--- src/rtl/filter_peak_detector.sv ---
// Peak detector for the trapezoidal shaper output stream.
// Qualifies each pulse against a threshold with hysteresis, tracks the pulse
// maximum, its timestamp, the pulse width and pile-up, and presents one event
// per pulse through a single-entry valid/ready output buffer.
module filter_peak_detector #(
    parameter int DATA_W    = 16,
    parameter int TS_W      = 32,
    parameter int WIDTH_W   = 8,
    parameter int THRESHOLD = 100,
    parameter int HYST      = 16,
    parameter int MIN_WIDTH = 2
) (
    input  logic                     clk,
    input  logic                     reset,
    input  logic signed [DATA_W-1:0] in_data,
    input  logic                     in_valid,
    output logic                     peak_valid,
    input  logic                     peak_ready,
    output logic signed [DATA_W-1:0] peak_amp,
    output logic [TS_W-1:0]          peak_time,
    output logic [WIDTH_W-1:0]       peak_width,
    output logic                     peak_pileup,
    output logic [15:0]              drop_count
);

    // One extra bit keeps threshold, dip and rise arithmetic free of overflow.
    localparam int XW = DATA_W + 1;
    localparam logic signed [XW-1:0] THR_HI = XW'(THRESHOLD);
    localparam logic signed [XW-1:0] THR_LO = XW'(THRESHOLD - HYST);
    localparam logic signed [XW-1:0] HYST_X = XW'(HYST);
    localparam logic [WIDTH_W-1:0]   MIN_W  = WIDTH_W'(MIN_WIDTH);
    localparam logic [WIDTH_W-1:0]   W_MAX  = {WIDTH_W{1'b1}};

    typedef enum logic [0:0] {
        StIdle,
        StPulse
    } state_e;

    state_e                    state_q;
    logic [TS_W-1:0]           ts_q;
    logic signed [DATA_W-1:0]  max_q;
    logic [TS_W-1:0]           max_ts_q;
    logic [WIDTH_W-1:0]        width_q;
    logic                      dropped_q;
    logic signed [DATA_W-1:0]  valley_q;
    logic                      pileup_q;

    logic signed [XW-1:0] s_ext;
    logic signed [XW-1:0] max_ext;
    logic signed [XW-1:0] valley_ext;
    logic                 above_thr;
    logic                 below_lo;
    logic                 new_max;
    logic                 is_dip;
    logic                 is_rise;
    logic                 pulse_end;
    logic                 emit;
    logic                 transfer;
    logic signed [DATA_W-1:0] valley_next;

    assign s_ext      = {in_data[DATA_W-1], in_data};
    assign max_ext    = {max_q[DATA_W-1], max_q};
    assign valley_ext = {valley_q[DATA_W-1], valley_q};

    // Per-sample decisions against the current pulse state.
    always_comb begin
        above_thr   = s_ext > THR_HI;
        below_lo    = s_ext <= THR_LO;
        new_max     = s_ext > max_ext;
        is_dip      = s_ext <= (max_ext - HYST_X);
        is_rise     = dropped_q && (s_ext >= (valley_ext + HYST_X));
        pulse_end   = in_valid && (state_q == StPulse) && below_lo;
        emit        = pulse_end && (width_q >= MIN_W);
        transfer    = peak_valid && peak_ready;
        valley_next = valley_q;
        if (!dropped_q || (in_data < valley_q)) begin
            valley_next = in_data;
        end
    end

    // Timestamp and pulse-tracking FSM; everything holds while in_valid is low.
    always_ff @(posedge clk) begin
        if (reset) begin
            state_q   <= StIdle;
            ts_q      <= '0;
            max_q     <= '0;
            max_ts_q  <= '0;
            width_q   <= '0;
            dropped_q <= 1'b0;
            valley_q  <= '0;
            pileup_q  <= 1'b0;
        end else if (in_valid) begin
            ts_q <= ts_q + 1'b1;
            unique case (state_q)
                StIdle: begin
                    if (above_thr) begin
                        state_q   <= StPulse;
                        max_q     <= in_data;
                        max_ts_q  <= ts_q;
                        width_q   <= WIDTH_W'(1);
                        dropped_q <= 1'b0;
                        pileup_q  <= 1'b0;
                    end
                end
                StPulse: begin
                    if (below_lo) begin
                        // Terminating sample is not part of the pulse.
                        state_q <= StIdle;
                    end else begin
                        if (width_q != W_MAX) begin
                            width_q <= width_q + 1'b1;
                        end
                        // Strict compare: ties keep the earlier maximum.
                        if (new_max) begin
                            max_q    <= in_data;
                            max_ts_q <= ts_q;
                        end
                        if (is_dip) begin
                            dropped_q <= 1'b1;
                            valley_q  <= valley_next;
                        end
                        if (is_rise) begin
                            pileup_q <= 1'b1;
                        end
                    end
                end
                default: state_q <= StIdle;
            endcase
        end
    end

    // Single-entry event buffer with valid/ready handshake and drop counting.
    always_ff @(posedge clk) begin
        if (reset) begin
            peak_valid  <= 1'b0;
            peak_amp    <= '0;
            peak_time   <= '0;
            peak_width  <= '0;
            peak_pileup <= 1'b0;
            drop_count  <= '0;
        end else if (emit && (!peak_valid || transfer)) begin
            peak_valid  <= 1'b1;
            peak_amp    <= max_q;
            peak_time   <= max_ts_q;
            peak_width  <= width_q;
            peak_pileup <= pileup_q;
        end else begin
            if (emit && drop_count != 16'hFFFF) begin
                drop_count <= drop_count + 16'd1;
            end
            if (transfer) begin
                peak_valid <= 1'b0;
            end
        end
    end

endmodule
--- config.mk ---
export PLATFORM = sky130hd
export DESIGN_NAME = filter_peak_detector
export DESIGN_NICKNAME = d
export VERILOG_FILES = /design/src/rtl/filter_peak_detector.sv
export SDC_FILE = /design/constraint.sdc
export NUM_CORES = 1
export LEC_CHECK = 0
export CORE_MARGIN = 2
export CORE_UTILIZATION = 45
export DETAILED_ROUTE_END_ITERATION = 10
export HOLD_SLACK_MARGIN = 0.15
export PLACE_DENSITY_LB_ADDON = 0.15
export SLEW_MARGIN = 25
export SYNTH_ARGS = -nofsm -noshare
export SYNTH_HDL_FRONTEND = slang
export SYNTH_SLANG_ARGS = --single-unit
--- constraint.sdc ---
create_clock -name clk -period 3.2 [get_ports clk]
set_input_delay 0.64 -clock clk [delete_from_list [all_inputs] [get_ports clk]]
set_output_delay 0.64 -clock clk [all_outputs]
set_load 0.1 [all_outputs]
# Word level (Yosys, flattened, before mapping)
# Cells that the tools add are included.
dict set report op_classes {
  add_sub_neg 5
  order_cmp 7
  eq_ne 8
  n_mux 24
  bitwise_logic 3
  reduce_logical 18
}
# op count
set op_table {}
lappend op_table {{two-way mux 32 bit} 3}
lappend op_table {{one-hot mux 32 bit (2 select lines)} 1}
lappend op_table {{two-way mux 16 bit} 3}
lappend op_table {{adder 32 x 1 -> 32 bit, second input constant} 1}
lappend op_table {{one-hot mux 16 bit (2 select lines)} 1}
lappend op_table {{two-way mux 8 bit} 3}
lappend op_table {{adder 16 x 6 -> 17 bit, second input constant} 1}
lappend op_table {{greater-or-equal comparator 16 x 17 -> 1 bit} 1}
lappend op_table {{less-or-equal comparator 16 x 17 -> 1 bit} 1}
lappend op_table {{subtractor 16 x 6 -> 17 bit, second input constant} 1}
lappend op_table {{adder 16 x 1 -> 16 bit, second input constant} 1}
lappend op_table {{> comparator 16 bit} 1}
lappend op_table {{> comparator 16 x 8 -> 1 bit, second input constant} 1}
lappend op_table {{less-or-equal comparator 16 x 8 -> 1 bit, second input constant} 1}
lappend op_table {{< comparator 16 bit} 1}
lappend op_table {{!= test 16 bit, second input constant} 1}
lappend op_table {{one-hot mux 8 bit (2 select lines)} 1}
lappend op_table {{AND reduction 4 bit} 4}
lappend op_table {{two-way mux 1 bit} 9}
lappend op_table {{adder 8 x 1 -> 8 bit, second input constant} 1}
lappend op_table {{greater-or-equal comparator 8 x 2 -> 1 bit, second input constant} 1}
lappend op_table {{!= test 2 x 1 -> 1 bit, second input constant} 4}
lappend op_table {{!= test 8 bit, second input constant} 1}
lappend op_table {{logical AND 1 bit} 7}
lappend op_table {{other kinds (8)} 15}
dict set report totals {
  ff_bits 181
  in_bits 20
  out_inout_bits 74
  wordCells 79
}

# Logic depth before layout (Yosys ltp)
# Gate-level depths: netlist of the first run.
dict set report depth {
  depth_word 6
  mapped_depth 13
  depth_no_buf 13
}

# Worst setup path after synthesis of the first run
# No wires, ideal clock.
dict set report synth_path {
  path_kind {register to register}
  startpoint {register max_q[6]}
  endpoint {register valley_q[10]}
  setup_ns 0.087
  arrival_ns 2.765
  t_required_ns 3.113
  setup_slack_ns 0.348
  path_stages_with_launch 13
  n_path_buf 1
  period_less_slack_ns 2.852
  path_cell_list {dfxtp_1 > nor4_1 > nand2_1 > nor3_1 > xnor2_1 > ha_1 > nand4_1 > nor3_1 > a41o_1 > a21oi_1 > clkbuf_1 > or4_1 > o31ai_1}
}
dict set report synth_between {
  elab_chain_cells 3
}
# item line_no
set synth_lines {}
lappend synth_lines {{start, declared} 41} ;# logic signed [DATA_W-1:0] max_q;
lappend synth_lines {{start signal, assigned} 98} ;# max_q <= in_data;
lappend synth_lines {{start signal, assigned} 115} ;# max_q <= in_data;
lappend synth_lines {{subtractor 16 x 6 -> 17 bit} 70} ;# is_dip = s_ext <= (max_ext - HYST_X);
lappend synth_lines {{less-or-equal comparator 16 x 17 -> 1 bit} 70}
lappend synth_lines {{AND reduction 5 bit (no source line)} --}
lappend synth_lines {{end signal, assigned} 120} ;# valley_q <= valley_next;
lappend synth_lines {{end, declared} 45} ;# logic signed [DATA_W-1:0] valley_q;
# Every way passes these cells.
# A chain may end at the register's enable or synchronous reset.

# Final worst setup path of the first run
dict set report layout_path {
  startpoint {register max_q[9]}
  endpoint {register valley_q[10]}
}
# The elaborated chain is that of the path after synthesis.

==> metrics.txt, run 1 <==
status=finished clean; placed cell count=between 1000 and 1500; DR vias/cell=5.15; Post-Synthesis Cells=1035; Via Count=between 7000 and 8000; GRT Total Usage=roughly a fifth; Final Max Tran Viols=0; Max Clock Skew=about 0.011 ns; vias in the first global route=between 7000 and 8000; FFs w/ async S/R, synth=0%; final antenna-violating net count=0; Synth Register Bits=between 150 and 200; CTS Buf Count=17; DR WL/cell=14.3 um; footprint of the multi-input gates=just under 5000 um2; Mapped Nets=between 1000 and 1500; min Tclk post-route=3.04 ns; n_diodes=0; clk_lat worst skew=0.43 ns; Max VDD drop=between 300 and 400 uV; Yosys top cell by area=dfxtp_1; register area share after synthesis=between 40% and 50%; crit share post-route=a little over nine tenths; DRT Pass-1 Iters=4; CTS tree=yes; Max clock buf depth=2; synthesized cell area=8790 um2; Worst Path Required=~3.5 ns; Critical Path End Type=flop; setup TNS=0 ns; clock slew at reported path FFs=0.07 ns; Num Clock Sinks=~180; FILL cells=~1800; fraction of layout cells with a size suffix above 1=between 10% and 20%; Lkg Pwr=between 4 and 5 nW; Worst R2R Start=max_q[9]; Synth area leaders=dfxtp_1 (41%), ha_1 (9.1%), nand2_1 (6.7%), a21oi_1 (5.4%), nor2_1 (4.1%); pwr dens=451 nW/um2; Data arrival, critical path=approximately 3.4 ns; Yosys cell types=55; io pins=94; Initial Util=roughly 45%; Die Area=slightly above 20000 um2; Max FO, Critical Path=6; Hold Fails Final Rpt=0; Die H=144 um; initial DRC count=421; gpl congestion=around 0.86; nets=1260; clk root buf=clkbuf_16; Post-synth EDFFs=0; Yosys top cell area share=41.2%; Mapped Avg Cell Area=8.49 um2; hold path start=max_ts_q[21]; GR Overflow Total=0; HP Class=flop to flop; Fmax achieved=roughly 330 MHz; max-cap viol count=0; largest net degree at the start of global routing=86; Final setup viols=0; Synthesis Warnings=0; commonest non-fill, non-tap cells in the layout=dfxtp_1 (180), nand2_1 (154), buf_4 (143); critical path startpoint=max_q[9]; # rows=between 50 and 60; main flop type after synthesis=dfxtp_1; die span in x=approximately 140 um; port bufs=just over 90; Non-Filler Instances=~1500; Layout area overhead=25.3%; first-pass GRT wire length=35200 um; initial antenna violation count=0; htree depth=4; Worst-Margin Slew=~0.84 ns; most common cell after layout, fill and taps aside=dfxtp_1; final WL=approximately 21000 um; CP startpoint kind=flop; critical setup path kind=flop to flop; Final HPWL DP=about 15000 um; Reg area=between 3000 and 4000 um2; DRC violations left=0; Max transition margin=a little over two fifths; Core ar.=19300 um2
-- power breakdown --
part | switching (W) | leakage [nW] | internal, W
clock network | 0.000998 | 0.280 | 0.00104
logic | 0.000335 | 2.61 | 0.000297
registers | 0.0000233 | 1.46 | 0.00227
-- path summary, 6_finish.rpt --
check / to / cells past startpoint / slack [ns]
hold / removal: peak_time[21] / 2 / 0.45
setup / recovery: valley_q[10] / 14 / 0.16
hold reg to reg: peak_time[21] / 2 / 0.45
setup reg to reg: valley_q[10] / 14 / 0.16
-- synth_stat cells, drive strengths merged, types with 10 or more instances --
cell type and count:
a21oi 94, nand4 21, nand2b 18, a21o 10, inv 46, nor2 97, nor3 24, nand3b 15
dfxtp 181, ha 64, nor4 15, xnor2 39, nand3 23, o31ai 15, buf 11, o21ai 34
xor2 23, clkbuf 35, mux2i 35, or4 15, nand2 156
-- per-layer routing --
metal	vias up	share of wire [%]	track usage, %
met2	142	45	33.5
li1	3882	-	-
met1	3445	49	28.5
met5	-	0	0
met4	0	1.5	5.93
met3	26	4.7	5.06
-- repair_timing --
action	CTS	global route
resized for setup	0	29
buffers inserted	0	3
setup endpoints to repair	0	17
hold buffers	0	0
-- registers in the layout, indices dropped and copies added, names as in the netlist, 8 cells and up --
signal and count:
drop_count 16, max_q 16, max_ts_q 32, peak_amp 16
peak_time 32, peak_width 8, ts_q 32, valley_q 16
width_q 8
-- cell type report --
type / instances / share of cell area (%)
tap: 265 / 3.01
multi-input combinational: 762 / 44.6
inverter: 46 / 1.57
timing repair buffer: 168 / 12.6
sequential: 181 / 32.9
clock inverter: 15 / 1.47
clock buffer: 17 / 3.86
-- kinds of logic after synthesis --
kind of cell               synth area share [%]
xor gates and xnor gates                   6.18
DFF                                        41.2
muxes                                      3.98
and+or+nand+nor                            22.7
AOI/OAI and AO/OA                          12.5
adders and majority gates                  9.11
buffers and inverters                      4.34
-- critical path: stages, from the launching register on --
cell and delay (ns):
dfxtp_2 0.33, nor4_2 0.26, buf_4 0.18, nand2_2 0.09
nor4_4 0.24, xnor2_1 0.12, ha_1 0.29, nand3_2 0.09
nor3_2 0.20, a41o_1 0.21, a21oi_2 0.05, buf_6 0.14
buf_4 0.16, or4_1 0.48, o31ai_1 0.10
-- stage by stage --
| step | hold WS [ns] | utilization (%) | setup slack [ns] | power [W] | cell area, um2 |
|---|---|---|---|---|---|
| after floorplan | 0.432 | - | 0.348 | 0.00268 | 8790 |
| after global placement | 0.445 | 53.2 | -0.175 | 0.00291 | 10300 |
| after detailed placement | 0.447 | 53.2 | -0.226 | 0.00291 | 10300 |
| after CTS | 0.457 | 56.2 | 0.0241 | 0.00497 | 10900 |
| after global routing | 0.474 | 57.0 | -0.0155 | 0.00519 | 11000 |
| final | 0.453 | 57.0 | 0.158 | 0.00497 | 11000 |
(Power assumes the default switching activity.)
==> run 2, diff against run 1 <==
- GPL_ROUTABILITY_DRIVEN: default -> 1
==> results of run 2 <==
Same layout as run 1: the final DEF is identical, and so are final timing and power.
==> run 3, diff against run 2 <==
- CTS_CLUSTER_SIZE: default -> 10
- RECOVER_POWER: default -> 50
==> metrics.txt, run 3 (synthesis gave the netlist of run 1 again) <==
Die H=144 um (unchanged); Die Area=20700 um2 (unchanged); commonest non-fill, non-tap cells in the layout=dfxtp_1 (180), nand2_1 (154), nor2_1 (97); # rows=51 (unchanged); DR WL/cell=14.3 um (-0.29%); hold slack=0.453 ns (+0.0000340 ns); htree depth=4 (unchanged); Lkg Pwr=4.02 nW (-7.7%); R2R setup slack=0.16 ns (about the same); GR Overflow Total=0 (unchanged); Finished Core Util=55.4% (-1.6 points); most common cell after layout, fill and taps aside=dfxtp_1; Max Clock Skew=0.0126 ns (+0.00137 ns); Data arrival, critical path=3.37 ns (about the same); cells along the critical path=nor4_2 > buf_4 > nand2_2 > nor4_4 > xnor2_1 > ha_1 > nand3_2 > nor3_2 > a41o_1 > a21oi_2 > buf_6 > buf_4 > or4_1 > o31ai_1; DRC violations left=0 (unchanged); largest net degree at the start of global routing=86 (unchanged); Worst Path Required=3.53 ns (about the same); Critical Path End Type=flop; initial antenna violation count=1 (+1); Tot Pwr=0.00497 W (about the same); die span in x=144 um (unchanged); max incr delay on CP=0.48 ns (about the same); Final Max Tran Viols=0 (unchanged); final antenna-violating net count=0 (unchanged); HP Class=flop to flop; Hold Fails Final Rpt=0 (unchanged); Max clock buf depth=2 (unchanged); CTS tree=yes; port bufs=93 (unchanged); Max FO, Critical Path=6 (unchanged); GRT Total Usage=21.1% (unchanged); crit-path leading delay family=simple AND/OR/NAND/NOR gates; CP dominant cell by count=buf_4; max-cap viol count=0 (unchanged); DR vias/cell=5.17 (+0.28%); min Tclk post-route=3.04 ns (-0.00127 ns); Non-Filler Instances=1455 (+0.069%); Max transition margin=17.9% (-26 points); io pins=94 (unchanged); nets=1260 (unchanged); final WL=20800 um (-0.22%); critical setup path kind=flop to flop; Critical path buffers and inverters=3 (unchanged); biggest registers after layout=max_ts_q (32), peak_time (32), ts_q (32); status=finished clean; cts hold-fix bufs=0 (unchanged); initial DRC count=412 (-2.1%); Final HPWL DP=14900 um (unchanged); Final setup viols=0 (unchanged); clk_lat worst skew=0.43 ns (about the same); clk root buf=clkbuf_16; DRT Pass-1 Iters=5 (+1); Via Count=7521 (+0.35%); CTS Buf Count=17 (unchanged); crit share post-route=95.0% (about the same); critical path startpoint=max_q[9]; CP max stage cell=or4_1; vias in the first global route=7328 (unchanged); Num Clock Sinks=181 (unchanged); Initial Util=45.5% (unchanged); Fmax achieved=329 MHz (about the same); CP startpoint kind=flop; Worst-Margin Slew=1.24 ns (+0.392 ns); gpl congestion=0.856 (unchanged); first-pass GRT wire length=35200 um (unchanged); Max VDD drop=381 uV (about the same); hold path start=max_ts_q[21]; pwr dens=464 nW/um2 (+2.8%); placed cell count=1419 (unchanged); Core ar.=19300 um2 (unchanged); Layout area overhead=21.9%; Worst R2R Start=max_q[9]; fraction of layout cells with a size suffix above 1=11.2% (-7.1 points); FILL cells=1894 (+2.8%); clock slew at reported path FFs=0.07 ns (about the same)
run 3: what timing repair did:
action	in CTS	in global routing
endpoints found under the setup margin	0	17
buffers inserted	0	3
gates resized for setup	0	29
run 3: metal layers:
| metal | track usage (%) | part of all wire (%) | wire length (um) | up-vias |
|---|---|---|---|---|
| li1 | - | - | - | 3887 |
| met2 | 33.5 | 45 | 9390 | 133 |
| met3 | 5.06 | 4.7 | 981 | 26 |
| met1 | 28.5 | 49 | 10100 | 3475 |
| met4 | 5.93 | 1.5 | 310 | 0 |
| met5 | 0 | 0 | 0 | - |
run 3: worst reg2reg max path, delay by kind of cell, from the launching register on:
family                   cells  cell delay [ns]
AO/OA/AOI/OAI                3             0.36
XOR/XNOR                     1             0.12
adder cells (fa/ha/maj)      1             0.29
buffers and inverters        3             0.48
flip-flops                   1             0.33
AND/OR/NAND/NOR              6             1.38
run 3: cell type report:
cell class	instances	area, um2	share of cell area [%]
Multi-Input combinational cell	762	4910	45.9
Sequential cell	181	3620	33.8
Timing Repair Buffer	168	1080	10.1
Clock buffer	17	425	3.97
Tap cell	265	332	3.09
Inverter	46	173	1.61
Clock inverter	15	161	1.51
Antenna cell	1	2.50	0.0234
run 3: power breakdown:
part / switching (W) / internal [W]
clock: 0.00100 / 0.00104
sequential: 0.0000233 / 0.00227
combinational: 0.000334 / 0.000295
total: 0.00136 / 0.00361
run 3: through the flow:
stage | instance area, um2 | setup WS (ns) | setup TNS [ns]
2_1_floorplan | 8790 | 0.348 | 0
3_3_place_gp | 10300 | -0.175 | -6.91
3_5_place_dp | 10300 | -0.226 | -7.70
4_1_cts | 10900 | 0.0241 | 0
5_1_grt | 10700 | -0.0155 | -0.0155
6_report | 10700 | 0.159 | 0
run 3: path summary, 6_finish.rpt:
path	to	cells after the start
setup / recovery	valley_q[10]	14
hold / removal	peak_time[21]	2
setup reg to reg	valley_q[10]	14
hold reg to reg	peak_time[21]	2
